$ cat config.mk
export PLATFORM = sky130hd
export DESIGN_NAME = transpose_pingpong_sched
export DESIGN_NICKNAME = d
export VERILOG_FILES = /design/src/rtl/transpose_pkg.sv /design/src/rtl/pp_bank_fsm.sv /design/src/rtl/transpose_pingpong_sched.sv
export SDC_FILE = /design/constraint.sdc
export NUM_CORES = 1
export LEC_CHECK = 0
export CAP_MARGIN = 5
export CORE_ASPECT_RATIO = 0.5
export CORE_UTILIZATION = 47
export CTS_BUF_LIST = sky130_fd_sc_hd__clkbuf_8
export DETAILED_ROUTE_END_ITERATION = 6
export PLACE_DENSITY_LB_ADDON = 0.1
export SKIP_CTS_REPAIR_TIMING = 1
export SYNTH_ARGS = -nofsm -noshare
export SYNTH_HDL_FRONTEND = slang
export SYNTH_SLANG_ARGS = --single-unit
$ cat constraint.sdc
create_clock -name clk -period 4.2 [get_ports clk]
set_input_delay 0.63 -clock clk [delete_from_list [all_inputs] [get_ports clk]]
set_output_delay 0.63 -clock clk [all_outputs]
set_load 0.05 [all_outputs]
$ cat src/rtl/transpose_pkg.sv
// Shared types and helpers for the ping-pong transpose frame-RAM scheduler.
package transpose_pkg;

    typedef enum logic [1:0] {
        EMPTY    = 2'd0,
        FILLING  = 2'd1,
        FULL     = 2'd2,
        DRAINING = 2'd3
    } bank_state_t;

    localparam int unsigned DEF_ROW     = 64;
    localparam int unsigned DEF_CLO     = 2400;
    localparam int unsigned FRAME_WORDS = DEF_ROW * DEF_CLO;

    // Bank 1 sits directly above bank 0 in the shared address space.
    function automatic logic [31:0] bank_base(input logic sel, input int unsigned words);
        return sel ? 32'(words) : 32'd0;
    endfunction

endpackage

$ cat src/rtl/pp_bank_fsm.sv
// Lifecycle of one frame bank: EMPTY -> FILLING -> FULL -> DRAINING -> EMPTY.
module pp_bank_fsm
    import transpose_pkg::*;
(
    input  logic       clk_i,
    input  logic       rst_ni,
    input  logic       start_wr_i,
    input  logic       fin_wr_i,
    input  logic       start_rd_i,
    input  logic       fin_rd_i,
    output logic [1:0] state_o,
    output logic       fault_o
);

    bank_state_t state_q, state_d;

    always_ff @(posedge clk_i or negedge rst_ni) begin
        if (!rst_ni) begin
            state_q <= EMPTY;
        end else begin
            state_q <= state_d;
        end
    end

    always_comb begin
        state_d = state_q;
        unique case (state_q)
            EMPTY:    if (start_wr_i) state_d = FILLING;
            FILLING:  if (fin_wr_i)   state_d = FULL;
            FULL:     if (start_rd_i) state_d = DRAINING;
            DRAINING: if (fin_rd_i)   state_d = EMPTY;
            default:                  state_d = EMPTY;
        endcase
    end

    // A finish pulse that does not match this bank's activity changes nothing but is flagged.
    assign fault_o = (fin_wr_i && (state_q != FILLING)) || (fin_rd_i && (state_q != DRAINING));
    assign state_o = state_q;

endmodule

$ cat src/rtl/transpose_pingpong_sched.sv
// Ping-pong bank scheduler: grants frames to free banks, then drains full banks in order.
module transpose_pingpong_sched
    import transpose_pkg::*;
#(
    parameter int unsigned ROW        = DEF_ROW,
    parameter int unsigned CLO        = DEF_CLO,
    parameter int unsigned ADDR_WIDTH = 18,
    parameter int unsigned CNT_WIDTH  = 16
) (
    input  logic                  clk,
    input  logic                  rst_n,
    input  logic                  frame_req,
    output logic                  frame_ack,
    output logic                  wr_command,
    output logic                  wr_bank,
    output logic [ADDR_WIDTH:0]   wr_base,
    input  logic                  wr_finish,
    input  logic                  rd_hold,
    output logic                  rd_command,
    output logic                  rd_bank,
    output logic [ADDR_WIDTH:0]   rd_base,
    input  logic                  rd_finish,
    output logic [1:0]            bank_full,
    output logic                  busy,
    output logic [CNT_WIDTH-1:0]  frames_done,
    output logic                  err_spurious
);

    localparam int unsigned BaseW     = ADDR_WIDTH + 1;
    localparam int unsigned FrameSize = ROW * CLO;

    logic [1:0] bank_st [2];
    logic [1:0] start_wr, fin_wr, start_rd, fin_rd, fault;

    logic                 wr_bank_q, wr_bank_d;
    logic                 rd_bank_q, rd_bank_d;
    logic                 wr_cmd_q, rd_cmd_q;
    logic [CNT_WIDTH-1:0] frames_q, frames_d;
    logic                 err_q, err_d;
    logic                 any_filling, any_draining;
    logic                 wr_go, rd_go, wr_fin_ok, rd_fin_ok;

    for (genvar b = 0; b < 2; b++) begin : g_bank
        pp_bank_fsm u_bank (
            .clk_i      (clk),
            .rst_ni     (rst_n),
            .start_wr_i (start_wr[b]),
            .fin_wr_i   (fin_wr[b]),
            .start_rd_i (start_rd[b]),
            .fin_rd_i   (fin_rd[b]),
            .state_o    (bank_st[b]),
            .fault_o    (fault[b])
        );
    end

    // Start conditions see only registered bank states, so finish pulses never bypass.
    always_comb begin
        any_filling  = (bank_st[0] == FILLING)  || (bank_st[1] == FILLING);
        any_draining = (bank_st[0] == DRAINING) || (bank_st[1] == DRAINING);
        wr_go     = frame_req && (bank_st[wr_bank_q] == EMPTY) && !any_filling;
        rd_go     = !rd_hold && (bank_st[rd_bank_q] == FULL) && !any_draining;
        wr_fin_ok = wr_finish && (bank_st[wr_bank_q] == FILLING);
        rd_fin_ok = rd_finish && (bank_st[rd_bank_q] == DRAINING);

        start_wr = 2'b00;
        fin_wr   = 2'b00;
        start_rd = 2'b00;
        fin_rd   = 2'b00;
        start_wr[wr_bank_q] = wr_go;
        fin_wr[wr_bank_q]   = wr_finish;
        start_rd[rd_bank_q] = rd_go;
        fin_rd[rd_bank_q]   = rd_finish;

        wr_bank_d = wr_bank_q ^ wr_fin_ok;
        rd_bank_d = rd_bank_q ^ rd_fin_ok;
        frames_d  = frames_q + CNT_WIDTH'(rd_fin_ok);
        err_d     = err_q | (|fault);
    end

    always_ff @(posedge clk or negedge rst_n) begin
        if (!rst_n) begin
            wr_bank_q <= 1'b0;
            rd_bank_q <= 1'b0;
            wr_cmd_q  <= 1'b0;
            rd_cmd_q  <= 1'b0;
            frames_q  <= '0;
            err_q     <= 1'b0;
        end else begin
            wr_bank_q <= wr_bank_d;
            rd_bank_q <= rd_bank_d;
            wr_cmd_q  <= wr_go;
            rd_cmd_q  <= rd_go;
            frames_q  <= frames_d;
            err_q     <= err_d;
        end
    end

    assign frame_ack    = wr_cmd_q;
    assign wr_command   = wr_cmd_q;
    assign rd_command   = rd_cmd_q;
    assign wr_bank      = wr_bank_q;
    assign rd_bank      = rd_bank_q;
    assign wr_base      = BaseW'(bank_base(wr_bank_q, FrameSize));
    assign rd_base      = BaseW'(bank_base(rd_bank_q, FrameSize));
    assign bank_full[0] = bank_st[0][1];
    assign bank_full[1] = bank_st[1][1];
    assign busy         = (bank_st[0] != EMPTY) || (bank_st[1] != EMPTY);
    assign frames_done  = frames_q;
    assign err_spurious = err_q;

endmodule

Word-level counts from Yosys, hierarchy flattened

Cells that the tools add are included.

$add $sub $neg: 1
$lt $le $gt $ge: 6
Equal/unequal tests: 21
Mux-type cells: 22
Bitwise logic cells: 9
Reduce and logical (&&, ||, !) cells: 28

Operators with widths:

| operator             | number |
|---|---|
| $mux W18             | 2 |
| $mux W2              | 14 |
| $ne A2 B2 Y1 const B | 10 |
| $add A16 B1 Y16      | 1 |
| $pmux W2 S4          | 2 |
| $eq A2 B2 Y1 const B | 6 |
| $logic_and A1 B1 Y1  | 12 |
| $and A2 B2 Y2        | 4 |
| $reduce_and A4 Y1    | 2 |
| $eq A2 B1 Y1 const B | 3 |
| $logic_not A2 Y1     | 3 |
| $logic_or A1 B1 Y1   | 5 |
| $ge A2 B2 Y1 const B | 2 |
| $lt A1 B2 Y1 const B | 2 |
| $ne A2 B1 Y1 const B | 2 |
| $not A1 Y2           | 2 |
| $reduce_bool A2 Y1   | 2 |
| $logic_not A1 Y1     | 3 |
| $demux W1 S1         | 2 |
| $ge A1 B1 Y1 const B | 2 |
| $mux W1              | 2 |
| $reduce_or A2 Y1     | 1 |
| $xor A1 B1 Y1        | 2 |
| $or A1 B1 Y1         | 1 |

Register bits after elaboration: 25
Input bits: 6
Output and inout bits: 63
Word-level logic and storage cells: 95

Longest topological paths before layout

Gate-level depths: netlist (run 1).

Word-level depth: 10
Gate-level depth with buffers: 9
Gate-level depth less buffers: 8

By module

From an unflattened synthesis (run 1), not the netlist that was laid out.

Cells, all modules: 169
Area total of the unflattened synthesis: 1,771.7 um^2

By module, submodules not included:

| module                   | instances | cells an instance | area each (um^2) | seq. area each (um^2) |
|---|---|---|---|---|
| transpose_pingpong_sched | 1         | 131               | 1,333.8          | 525.5 |
| pp_bank_fsm              | 2         | 19                | 219.0            | 50.0 |

Worst setup path after synthesis (run 1)

Ideal clock, no wire load.

Path type: register to register
Start point: reg rd_bank_q (netlist: rd_bank)
End point: reg frames_q[14] (netlist: frames_done[14])
Library setup time: 0.144 ns
Arrival time: 2.152 ns
Required time: 4.056 ns
Setup slack: 1.904 ns
Stages on the path, launching flop included: 10
Buffers on the path: 1
Period minus slack after synthesis: 2.296 ns
Cells stage by stage: dfrtp_1 > buf_2 > nand3_1 > o21ai_0 > and2_1 > ha_1 > ha_1 > nand3_2 > nor4_1 > xor2_1

Longest elaborated chain between the ends: 7

RTL lines:

| element                                     | RTL line                       | RTL |
|---|---|---|
| from (decl)                                 | transpose_pingpong_sched.sv:36 | `logic rd_bank_q, rd_bank_d;` |
| from (signal assigned)                      | transpose_pingpong_sched.sv:90 | `rd_bank_q <= rd_bank_d;` |
| $not A1 Y2 (not written as such)            | transpose_pingpong_sched.sv:63 | `rd_fin_ok = rd_finish && (bank_st[rd_bank_q] == DRAINING);` |
| $mux W2 (not written as such) (3 in series) | transpose_pingpong_sched.sv:63 |  |
| $eq A2 B2 Y1                                | transpose_pingpong_sched.sv:63 |  |
| $logic_and A1 B1 Y1                         | transpose_pingpong_sched.sv:63 |  |
| $add A16 B1 Y16                             | transpose_pingpong_sched.sv:76 | `frames_d = frames_q + CNT_WIDTH'(rd_fin_ok);` |
| named net frames_d[14]                      | transpose_pingpong_sched.sv:38 | `logic [CNT_WIDTH-1:0] frames_q, frames_d;` |
| to (signal assigned)                        | transpose_pingpong_sched.sv:93 | `frames_q <= frames_d;` |
| to (decl)                                   | transpose_pingpong_sched.sv:38 |  |

The timed path passes the listed nets, and every way through them passes these cells. The select of a mux whose other input is x is not followed.
A chain may end at the register's enable or synchronous reset.

Worst setup path in the final report (run 1)

Start point: reg g_bank[1].u_bank.state_q[1]
End point: out busy

Longest elaborated chain between the ends: 2

RTL lines:

| element                | RTL line                        | RTL |
|---|---|---|
| from (decl)            | pp_bank_fsm.sv:15               | `bank_state_t state_q, state_d;` |
| from (signal assigned) | pp_bank_fsm.sv:21               | `state_q <= state_d;` |
| $reduce_bool A2 Y1     | transpose_pingpong_sched.sv:107 | `assign busy = (bank_st[0] != EMPTY) \|\| (bank_st[1] != EMPTY);` |
| $logic_or A1 B1 Y1     | transpose_pingpong_sched.sv:107 |  |
| to (decl)              | transpose_pingpong_sched.sv:24  | `output logic busy,` |

Every way passes these cells.

==> results.md, run 1 <==
* Endpoint of the most critical register-to-register path: g_bank[0].u_bank.state_o[1]
* Remaining number of nets flagged by the antenna check after routing at 0
* Count of warnings emitted by yosys at 0
* Max transition margin at 26.7%
* Worst clock skew at 0.00709 ns
* Die outline area at 3640 µm²
* Max Cap Violations at 0
* Number of buffers inserted by port buffering at 38
* Data required, critical path at 3.57 ns
* Flip-flop cell with the highest count after synthesis: sky130_fd_sc_hd__dfrtp_1
* Synthesized cell area at 1590 µm²
* Hold_sp: frames_done[15]
* Depth of the CTS H-tree at 1
* Slowest library cell on the worst path: sky130_fd_sc_hd__clkdlybuf4s50_1
* Clock edge transition at the registers on the reported setup and hold paths at 0.09 ns
* Reg-to-reg slack, setup at 2.02 ns
* Die Ht at 43.1 µm
* Placed cell count at 223
* Starting DRT DRC Count at 38
* Maximum clock rate at 0.374 GHz
* Number of global-route vias before repair at 978
* Critical register-to-register path startpoint: g_bank[1].u_bank.state_o[1]
* Max Slew Vio Count at 0
* Final TNS setup at 0 ns
* Transition time at the pin with the least slew margin at 1.10 ns
* Largest area contributor in the netlist: sky130_fd_sc_hd__dfrtp_1
* Final weighted congestion in routability-driven placement at 0.744
* Number of synthesized register bits at 25
* Delay of the slowest critical-path stage at 0.80 ns
* Violated checks: design-rule violations
* Critical path launch point: g_bank[1].u_bank.state_o[1]
* Insertion delay to the later sink of the worst-skew pair at 0.27 ns
* Number of instances in the synthesized netlist at 158
* Syn_area_per_cell at 10.1 µm²
* Critical-path maximum fanout at 10
* Cell area after layout at 1860 µm²
* Vias/cell at 4.81
* Part of the Yosys area used for sequential elements at 39.3%
* Drt drc at 6
* Critical Setup Path Class: reg -> out
* Clock tree sinks at 25
* Static leakage at 0.872 nW
* TritonCTS clock tree: yes
* Worst reg-to-reg path cell count at 6
* Final setup violation count at 0
* Cell at the root of the clock tree: sky130_fd_sc_hd__clkbuf_8
* Routed wire length at 2.68 mm
* Hold Worst Slack at 0.481 ns
* First-pass GRT wire length at 4.49 mm
* Crit. End Element: primary output
* CP cell instances: inv_1 > ha_1 > nand2_1 > clkdlybuf4s50_1
* Run status: finished, violations left
* Async S/R FF share, synth at 100%
* Setup slack at placement at 1.63 ns
* Total Nets Final at 204
* Final WS setup at 1.53 ns
* Starting density of the core at 51.0%
* Worst setup path endpoint: busy
* Layout cell share with drive strength beyond 1 at 4.28%
* Crit start category: register
* Setup repair after global routing missed its margin: false
* Ant diodes at 0
* CTS max path bufs at 2
* Fraction of synthesized cell area taken by the top area cell type at 39.3%
* Number of antenna violations at the first check in global routing at 0
* Number of unique standard cell types used by synthesis at 36
* Period utilization at 63.7%
* Number of vias after detailed routing at 1092
* Power density cells at 252 nW/µm²
* Total track usage at 16.1%
* Placed standard-cell area at 1820 µm²
* Number of placement rows at 14
* Area contributors post-synth: sky130_fd_sc_hd__dfrtp_1 39%, sky130_fd_sc_hd__buf_4 19%, sky130_fd_sc_hd__ha_1 7.9%, sky130_fd_sc_hd__xnor2_1 5.0%, sky130_fd_sc_hd__nand3_1 2.8%
* Average wire length per cell after detail routing at 11.8 µm
* HPWL Detailed at 1.99 mm
* EDFF count, synth at 0
* Largest net degree at the start of global routing at 26
* Area of the core at 3120 µm²
* Type of the most critical hold path: reg -> reg
* Layout-stage area growth over the synthesis result at 17.1%
* Maximum vdd drop at 0.000117 V
* # IOs at 69
* Number of buffers created by CTS at 3
* Arrival time worst endpoint at 2.04 ns
* Total count of hold-check failures in the final report at 0
* Final std cells w/o fill at 227
* Global route overflow at 0
* Tmin final at 2.67 ns
* Chip Width at 84.3 µm
* First-pass DRT Iterations at 6
registers in the layout (all words and copies together), names as in the netlist:
register / cells
g_bank.u_bank.state_o: 4
wr_bank: 1
frame_ack: 1
frames_done: 16
rd_command: 1
rd_bank: 1
err_spurious: 1
synthesized netlist by cell type, types with 2 or more instances:
cell and instances:
sky130_fd_sc_hd__nand3_1 9, sky130_fd_sc_hd__nor3_1 2, sky130_fd_sc_hd__dfrtp_1 25, sky130_fd_sc_hd__buf_4 41, sky130_fd_sc_hd__nand2b_1 2, sky130_fd_sc_hd__inv_1 7, sky130_fd_sc_hd__nor4_1 2, sky130_fd_sc_hd__xnor2_1 9
sky130_fd_sc_hd__o21ai_0 2, sky130_fd_sc_hd__mux2i_1 2, sky130_fd_sc_hd__ha_1 10, sky130_fd_sc_hd__nand4_1 4, sky130_fd_sc_hd__nand2_1 10, sky130_fd_sc_hd__a22oi_1 2, sky130_fd_sc_hd__or3b_1 2, sky130_fd_sc_hd__xor2_1 5
sky130_fd_sc_hd__nor2_1 5
report_power, final:
group	switching [W]	internal, W	total (W)
logic	0.0000755	0.00000914	0.0000846
registers	0.00000190	0.000241	0.000243
clock network	0.0000757	0.0000663	0.000142
per-layer routing:
metal | GRT usage (%) | part of all wire (%) | up-vias
met5 | 0 | 0 | -
met2 | 26.6 | 45 | 55
met3 | 4.67 | 7.5 | 2
li1 | - | - | 522
met1 | 20.2 | 47 | 513
met4 | 5.86 | 0.64 | 0
kinds of logic (layout without fill, tap and decap cells):
kind of cell             count (synthesis)  in the layout  synth area share (%)
AO/OA/AOI/OAI                           14             14                  6.84
multiplexers                             4              4                  2.91
other                                    1             30                 0.236
flip-flops                              25             25                  39.3
adder cells (fa/ha/maj)                 10             10                  7.86
AND/OR/NAND/NOR                         41             41                  13.8
XOR/XNOR                                14             14                  7.70
buffers and inverters                   49             49                  21.3
layout by cell type, fill, tap and decap left out, types with 2 or more instances in the layout:
cell type / synthesis / final
sky130_fd_sc_hd__mux2i_1: 2 / 2
sky130_fd_sc_hd__xor2_1: 5 / 5
sky130_fd_sc_hd__o21ai_0: 2 / 2
sky130_fd_sc_hd__inv_1: 7 / 7
sky130_fd_sc_hd__nor3_1: 2 / 2
sky130_fd_sc_hd__conb_1: 1 / 30
sky130_fd_sc_hd__clkbuf_8: 0 / 3
sky130_fd_sc_hd__a22oi_1: 2 / 2
sky130_fd_sc_hd__ha_1: 10 / 10
sky130_fd_sc_hd__dfrtp_1: 25 / 25
sky130_fd_sc_hd__nand2_1: 10 / 10
sky130_fd_sc_hd__nand4_1: 4 / 4
sky130_fd_sc_hd__or3b_1: 2 / 2
sky130_fd_sc_hd__nand2b_1: 2 / 2
sky130_fd_sc_hd__nor4_1: 2 / 2
sky130_fd_sc_hd__nand3_1: 9 / 9
sky130_fd_sc_hd__nor2_1: 5 / 5
sky130_fd_sc_hd__clkdlybuf4s50_1: 0 / 38
sky130_fd_sc_hd__xnor2_1: 9 / 9
cell type report:
| cell class | count | area (µm²) |
|---|---|---|
| fillers | 272 | 1250 |
| repair buffers | 38 | 380 |
| flip-flops and latches | 25 | 626 |
| well taps | 40 | 50.0 |
| inverters | 7 | 26.3 |
| clock buffers | 3 | 41.3 |
| clock inverters | 1 | 5.00 |
| multi-input cells | 113 | 736 |
how the worst min path moves through the flow:
| stage | end | slack [ns] | cells after the start |
|---|---|---|---|
| floorplan | err_spurious | 0.33 | 0 |
| global placement | frames_done[15] | 0.46 | 1 |
| detailed placement | frames_done[15] | 0.47 | 1 |
| CTS | frames_done[15] | 0.48 | 1 |
| global route | frames_done[15] | 0.51 | 1 |
| finish | frames_done[15] | 0.48 | 1 |
stage by stage:
| step | total power (W) | util, % |
|---|---|---|
| floorplan | 0.000341 | - |
| global placement | 0.000332 | 58.3 |
| detailed placement | 0.000332 | 58.3 |
| CTS | 0.000474 | 59.8 |
| global route | 0.000491 | 59.8 |
| finish | 0.000469 | 59.8 |
critical path: cells and delay by family (launching register included):
kind	cells	cell delay, ns
and+or+nand+nor	1	0.07
adders and majority gates	1	0.25
buffers and inverters	2	0.93
DFF	1	0.53
(Power assumes the default switching activity.)
==> inputs of run 2 (changes only) <==
--- a/config.mk
+++ b/config.mk
@@ -7,7 +7,7 @@
 export LEC_CHECK = 0
 export CAP_MARGIN = 5
 export CORE_ASPECT_RATIO = 0.5
-export CORE_UTILIZATION = 47
+export CORE_UTILIZATION = 39
 export CTS_BUF_LIST = sky130_fd_sc_hd__clkbuf_8
 export DETAILED_ROUTE_END_ITERATION = 6
 export PLACE_DENSITY_LB_ADDON = 0.1
==> constraint.sdc (replaced) <==
create_clock -name clk -period 2.37 [get_ports clk]
set_input_delay 0.3555 -clock clk [delete_from_list [all_inputs] [get_ports clk]]
set_output_delay 0.3555 -clock clk [all_outputs]
set_load 0.05 [all_outputs]
==> run 2 against run 1 <==
Compared with the run above: the run now ends clean; flip-flop and latch count unchanged; register-to-register slack worse by 1.8 ns; global-route usage down 3.2 points; clock-buffer cell count unchanged; clock skew down 0.0034 ns; via count down 0.73%; final cell count up 6.2%; utilization down 7.9 points; largest power group unchanged.
==> results.md, run 2 (synthesis gave the netlist of run 1 again) <==
* # IOs at 69
* Number of placement rows at 15
* Cell at the root of the clock tree: sky130_fd_sc_hd__clkbuf_8
* Chip Width at 92.3 µm
* HPWL Detailed at 2.06 mm
* Total count of hold-check failures in the final report at 0
* Number of buffers inserted by port buffering at 38
* Final setup violation count at 0
* Global route overflow at 0
* Hold Worst Slack at 0.442 ns
* Run status: completed
* Placed cell count at 237
* CP cell instances: inv_1 > ha_1 > or3b_1 > o21a_1 > a211oi_2 > mux2_1
* Depth of the CTS H-tree at 1
* Starting DRT DRC Count at 43
* Critical-path maximum fanout at 8
* Tmin final at 2.15 ns
* CTS max path bufs at 2
* Area of the core at 3660 µm²
* Total track usage at 12.8%
* Transition time at the pin with the least slew margin at 0.513 ns
* Insertion delay to the later sink of the worst-skew pair at 0.27 ns
* Largest register FFs at 16
* Maximum clock rate at 0.466 GHz
* Cell family contributing the most delay on the critical path: flip-flops
* Routed wire length at 2.63 mm
* Number of antenna violations at the first check in global routing at 0
* Layout fillers at 341
* First-pass GRT wire length at 4.24 mm
* Setup repair after global routing missed its margin: false
* Number of global-route vias before repair at 889
* Largest net degree at the start of global routing at 26
* Final weighted congestion in routability-driven placement at 0.744
* Crit path buf inv count at 1
* Final std cells w/o fill at 241
* Maximum vdd drop at 0.000216 V
* Worst reg-to-reg path cell count at 6
* Number of vias after detailed routing at 1084
* Max transition margin at 65.7%
* Total Nets Final at 207
* Remaining number of nets flagged by the antenna check after routing at 0
* Data required, critical path at 2.52 ns
* Die Ht at 47.2 µm
* Max Cap Violations at 0
* Average wire length per cell after detail routing at 10.9 µm
* Delay of the slowest critical-path stage at 0.49 ns
* First-pass DRT Iterations at 4
* Die outline area at 4360 µm²
* Clock edge transition at the registers on the reported setup and hold paths at 0.09 ns
* Max Slew Vio Count at 0
* Clock tree sinks at 25
* Power density cells at 441 nW/µm²
* Layout-stage area growth over the synthesis result at 19.4%
* Static leakage at 0.883 nW
* Crit start category: register
* Arrival time worst endpoint at 2.30 ns
* Worst clock skew at 0.00365 ns
* Layout cell share with drive strength beyond 1 at 6.32%
* Type of the most critical hold path: in -> async
* Period utilization at 90.6%
* Share of the core filled with cells at 51.9%
* TritonCTS clock tree: yes
* Commonest non-fill, non-tap cell in the layout: sky130_fd_sc_hd__clkdlybuf4s50_1
* Ant diodes at 0
* Drt drc at 0
* Vias/cell at 4.50
* Number of buffers created by CTS at 3
* Worst path depth at 6
* Starting density of the core at 43.5%
* Final TNS setup at 0 ns
* Most frequent cells in the layout: 37 x sky130_fd_sc_hd__clkdlybuf4s50_1, 30 x sky130_fd_sc_hd__conb_1, 25 x sky130_fd_sc_hd__dfrtp_1, 10 x sky130_fd_sc_hd__nand2_1, 10 x sky130_fd_sc_hd__ha_1
* Critical Setup Path Class: reg -> reg
* Crit. End Element: register
* Slowest library cell on the worst path: sky130_fd_sc_hd__dfrtp_1
-- run 2: cell types whose count changed in the layout (fill, tap and decap cells not counted) --
cell                              previous run  this run
sky130_fd_sc_hd__clkdlybuf4s50_1            38        37
sky130_fd_sc_hd__clkinv_2                    1         0
sky130_fd_sc_hd__clkinvlp_4                  0         1
sky130_fd_sc_hd__buf_4                       0         4
-- run 2: final cells by class --
type | instances | area, µm² | area share, %
clock inverters | 1 | 7.51 | 0.395
well taps | 51 | 63.8 | 3.36
clock buffers | 3 | 41.3 | 2.17
multi-input cells | 113 | 736 | 38.7
flip-flops and latches | 25 | 626 | 32.9
inverters | 7 | 26.3 | 1.38
repair buffers | 41 | 400 | 21.1
-- run 2: through the flow --
stage	setup slack, ns	instance area [µm²]	power, W
floorplan	0.0740	1700	0.000605
global placement	0.199	1850	0.000591
detailed placement	0.132	1850	0.000591
CTS	0.248	1900	0.000850
global route	0.136	1900	0.000877
finish	0.224	1900	0.000838
-- run 2: worst paths after layout --
path	start	endpoint	slack [ns]
max reg2reg	g_bank[0].u_bank.state_o[1]	g_bank[0].u_bank.state_o[1]	0.22
min reg2reg	frames_done[15]	frames_done[15]	0.48
max in group asynchronous	rst_n	g_bank[1].u_bank.state_o[0]	1.69
min in group clk	frames_done[15]	frames_done[15]	0.48
min	rst_n	err_spurious	0.44
max	g_bank[0].u_bank.state_o[1]	g_bank[0].u_bank.state_o[1]	0.22
-- run 2: metal layers --
layer / track usage, % / wire (µm)
met2: 21.5 / 1170
met3: 3.24 / 172
met1: 17.0 / 1270
met5: 0 / 0
met4: 3.75 / 19
-- run 2: power by group --
part / switching, W / internal (W) / total, W
clock network: 0.000136 / 0.000119 / 0.000255
registers: 0.00000252 / 0.000427 / 0.000429
logic: 0.000135 / 0.0000183 / 0.000154
total: 0.000274 / 0.000564 / 0.000838
-- run 2: worst reg2reg max path: stages, from the launching register on --
cell and delay (ns):
sky130_fd_sc_hd__dfrtp_1 0.49, sky130_fd_sc_hd__inv_1 0.13, sky130_fd_sc_hd__ha_1 0.24, sky130_fd_sc_hd__or3b_1 0.42, sky130_fd_sc_hd__o21a_1 0.21, sky130_fd_sc_hd__a211oi_2 0.19
sky130_fd_sc_hd__mux2_1 0.35
==> inputs of run 3 (changes only) <==
--- a/config.mk
+++ b/config.mk
@@ -11,6 +11,7 @@
 export CTS_BUF_LIST = sky130_fd_sc_hd__clkbuf_8
 export DETAILED_ROUTE_END_ITERATION = 6
 export PLACE_DENSITY_LB_ADDON = 0.1
+export RECOVER_POWER = 100
 export SKIP_CTS_REPAIR_TIMING = 1
 export SYNTH_ARGS = -nofsm -noshare
 export SYNTH_HDL_FRONTEND = slang
==> run 3 against run 2 <==
Compared with the run above: global-route usage stayed put; via count is 1.2% higher; cell area is 1.1% lower; non-clock buffer count stayed put; sequential share of layout area is 0.37 points higher; hold slack better by 0.030 ns; fmax is 1.0% higher; wire length is 0.49% lower.
==> results.md, run 3 (synthesis gave the netlist of run 1 again) <==
* Run status: completed
* Setup repair after global routing missed its margin: false
* Area of the core at 3660 µm²
* Die Ht at 47.2 µm
* Remaining number of nets flagged by the antenna check after routing at 0
* First-pass DRT Iterations at 4
* Maximum vdd drop at 0.000215 V
* Chip Width at 92.3 µm
* Die outline area at 4360 µm²
* Placed cell count at 237
* Max transition margin at 10.6%
* Final TNS setup at 0 ns
* Number of global-route vias before repair at 889
* First-pass GRT wire length at 4.24 mm
* Power density cells at 444 nW/µm²
* Critical-path maximum fanout at 8
* Max Slew Vio Count at 0
* TritonCTS clock tree: yes
* Cell at the root of the clock tree: sky130_fd_sc_hd__clkbuf_8
* Ant diodes at 0
* Starting DRT DRC Count at 38
* Drt drc at 0
* Static leakage at 0.948 nW
* Total chip power at 0.000834 W
* Period utilization at 89.6%
* Cell area after layout at 1880 µm²
* Insertion delay to the later sink of the worst-skew pair at 0.27 ns
* Cell depth of the worst min-delay path at 1
* Clock tree sinks at 25
* Transition time at the pin with the least slew margin at 1.34 ns
* Number of placement rows at 15
* Crit start category: register
* Slowest library cell on the worst path: sky130_fd_sc_hd__dfrtp_1
* Critical register-to-register path startpoint: g_bank[0].u_bank.state_o[1]
* Endpoint of the most critical register-to-register path: g_bank[0].u_bank.state_o[1]
* Number of buffers created by CTS at 3
* Total track usage at 12.8%
* Vias/cell at 4.55
* Delay of the slowest critical-path stage at 0.49 ns
* Type of the most critical hold path: reg -> reg
* Routed wire length at 2.62 mm
* Clock edge transition at the registers on the reported setup and hold paths at 0.09 ns
* Number of vias after detailed routing at 1097
* Worst clock skew at 0.00379 ns
* Number of antenna violations at the first check in global routing at 0
* Max Cap Violations at 0
* Arrival time worst endpoint at 2.28 ns
* Largest net degree at the start of global routing at 26
* Depth of the CTS H-tree at 1
* Data required, critical path at 2.52 ns
* Total Nets Final at 207
* Tmin final at 2.12 ns
* Final std cells w/o fill at 241
* Crit. End Element: register
* CTS max path bufs at 2
* Starting density of the core at 43.5%
* CP cell instances: inv_1 > ha_1 > or3b_1 > o21a_1 > a211oi_2 > mux2_1
* Final weighted congestion in routability-driven placement at 0.744
* Hold_sp: frames_done[15]
* Critical Setup Path Class: reg -> reg
* Reg-to-reg slack, setup at 0.25 ns
* Global route overflow at 0
* Placed standard-cell area at 1850 µm²
* Largest register FFs at 16
* Layout-stage area growth over the synthesis result at 18.1%
* Layout cell share with drive strength beyond 1 at 3.68%
* Most frequent cells in the layout: 34 x sky130_fd_sc_hd__dlygate4sd3_1, 30 x sky130_fd_sc_hd__conb_1, 25 x sky130_fd_sc_hd__dfrtp_1, 10 x sky130_fd_sc_hd__nand2_1, 10 x sky130_fd_sc_hd__ha_1
* HPWL Detailed at 2.06 mm
* Total count of hold-check failures in the final report at 0
* Final setup violation count at 0
* Worst reg-to-reg path cell count at 6
* Maximum clock rate at 0.471 GHz
* Average wire length per cell after detail routing at 10.9 µm
* # IOs at 69
* Commonest non-fill, non-tap cell in the layout: sky130_fd_sc_hd__dlygate4sd3_1
* Capture endpoint of the worst hold path: frames_done[15]
* Number of buffers inserted by port buffering at 38
* Hold Worst Slack at 0.472 ns
==> run 3: through the flow <==
stage,utilization [%],setup slack (ns)
6_report,51.4,0.245
4_1_cts,51.9,0.248
3_5_place_dp,50.6,0.132
5_1_grt,51.4,0.120
2_1_floorplan,-,0.0740
3_3_place_gp,50.6,0.199
==> run 3: per-layer routing <==
layer / global-route usage, % / vias up / routed length [µm]
met2: 21.5 / 51 / 1170
met4: 3.75 / 0 / 19
li1: - / 526 / -
met5: 0 / - / 0
met3: 3.24 / 2 / 183
met1: 17.0 / 518 / 1250
==> run 3: worst max path at each step <==
| stage | from | end | depth (start not counted) |
|---|---|---|---|
| after floorplan | rd_bank | frames_done[14] | 9 |
| after global placement | rd_finish | frames_done[14] | 7 |
| after detailed placement | rd_finish | frames_done[14] | 7 |
| after CTS | g_bank[0].u_bank.state_o[1] | g_bank[0].u_bank.state_o[1] | 6 |
| after global routing | g_bank[0].u_bank.state_o[0] | frames_done[14] | 8 |
| final | g_bank[0].u_bank.state_o[1] | g_bank[0].u_bank.state_o[1] | 6 |
==> run 3: layout make-up <==
cell class	instances	area (µm²)
Fill cell	345	1780
Multi-Input combinational cell	113	726
Sequential cell	25	626
Timing Repair Buffer	41	389
Tap cell	51	63.8
Clock buffer	3	41.3
Inverter	7	26.3
Clock inverter	1	7.51
==> run 3: report_power, final <==
| part | total (W) | leakage (nW) | internal [W] | switching, W |
|---|---|---|---|---|
| Clock | 0.000255 | 0.0217 | 0.000119 | 0.000136 |
| Sequential | 0.000429 | 0.326 | 0.000427 | 0.00000222 |
| Combinational | 0.000150 | 0.600 | 0.0000146 | 0.000135 |
| Total | 0.000834 | 0.948 | 0.000561 | 0.000273 |
==> run 3: worst max-delay path, delay by kind of cell, from the launching register on <==
family / cells / cell delay [ns]
AO/OA/AOI/OAI: 2 / 0.40
AND/OR/NAND/NOR: 1 / 0.42
flip-flops: 1 / 0.49
adder cells (fa/ha/maj): 1 / 0.24
buffers and inverters: 1 / 0.12
multiplexers: 1 / 0.35
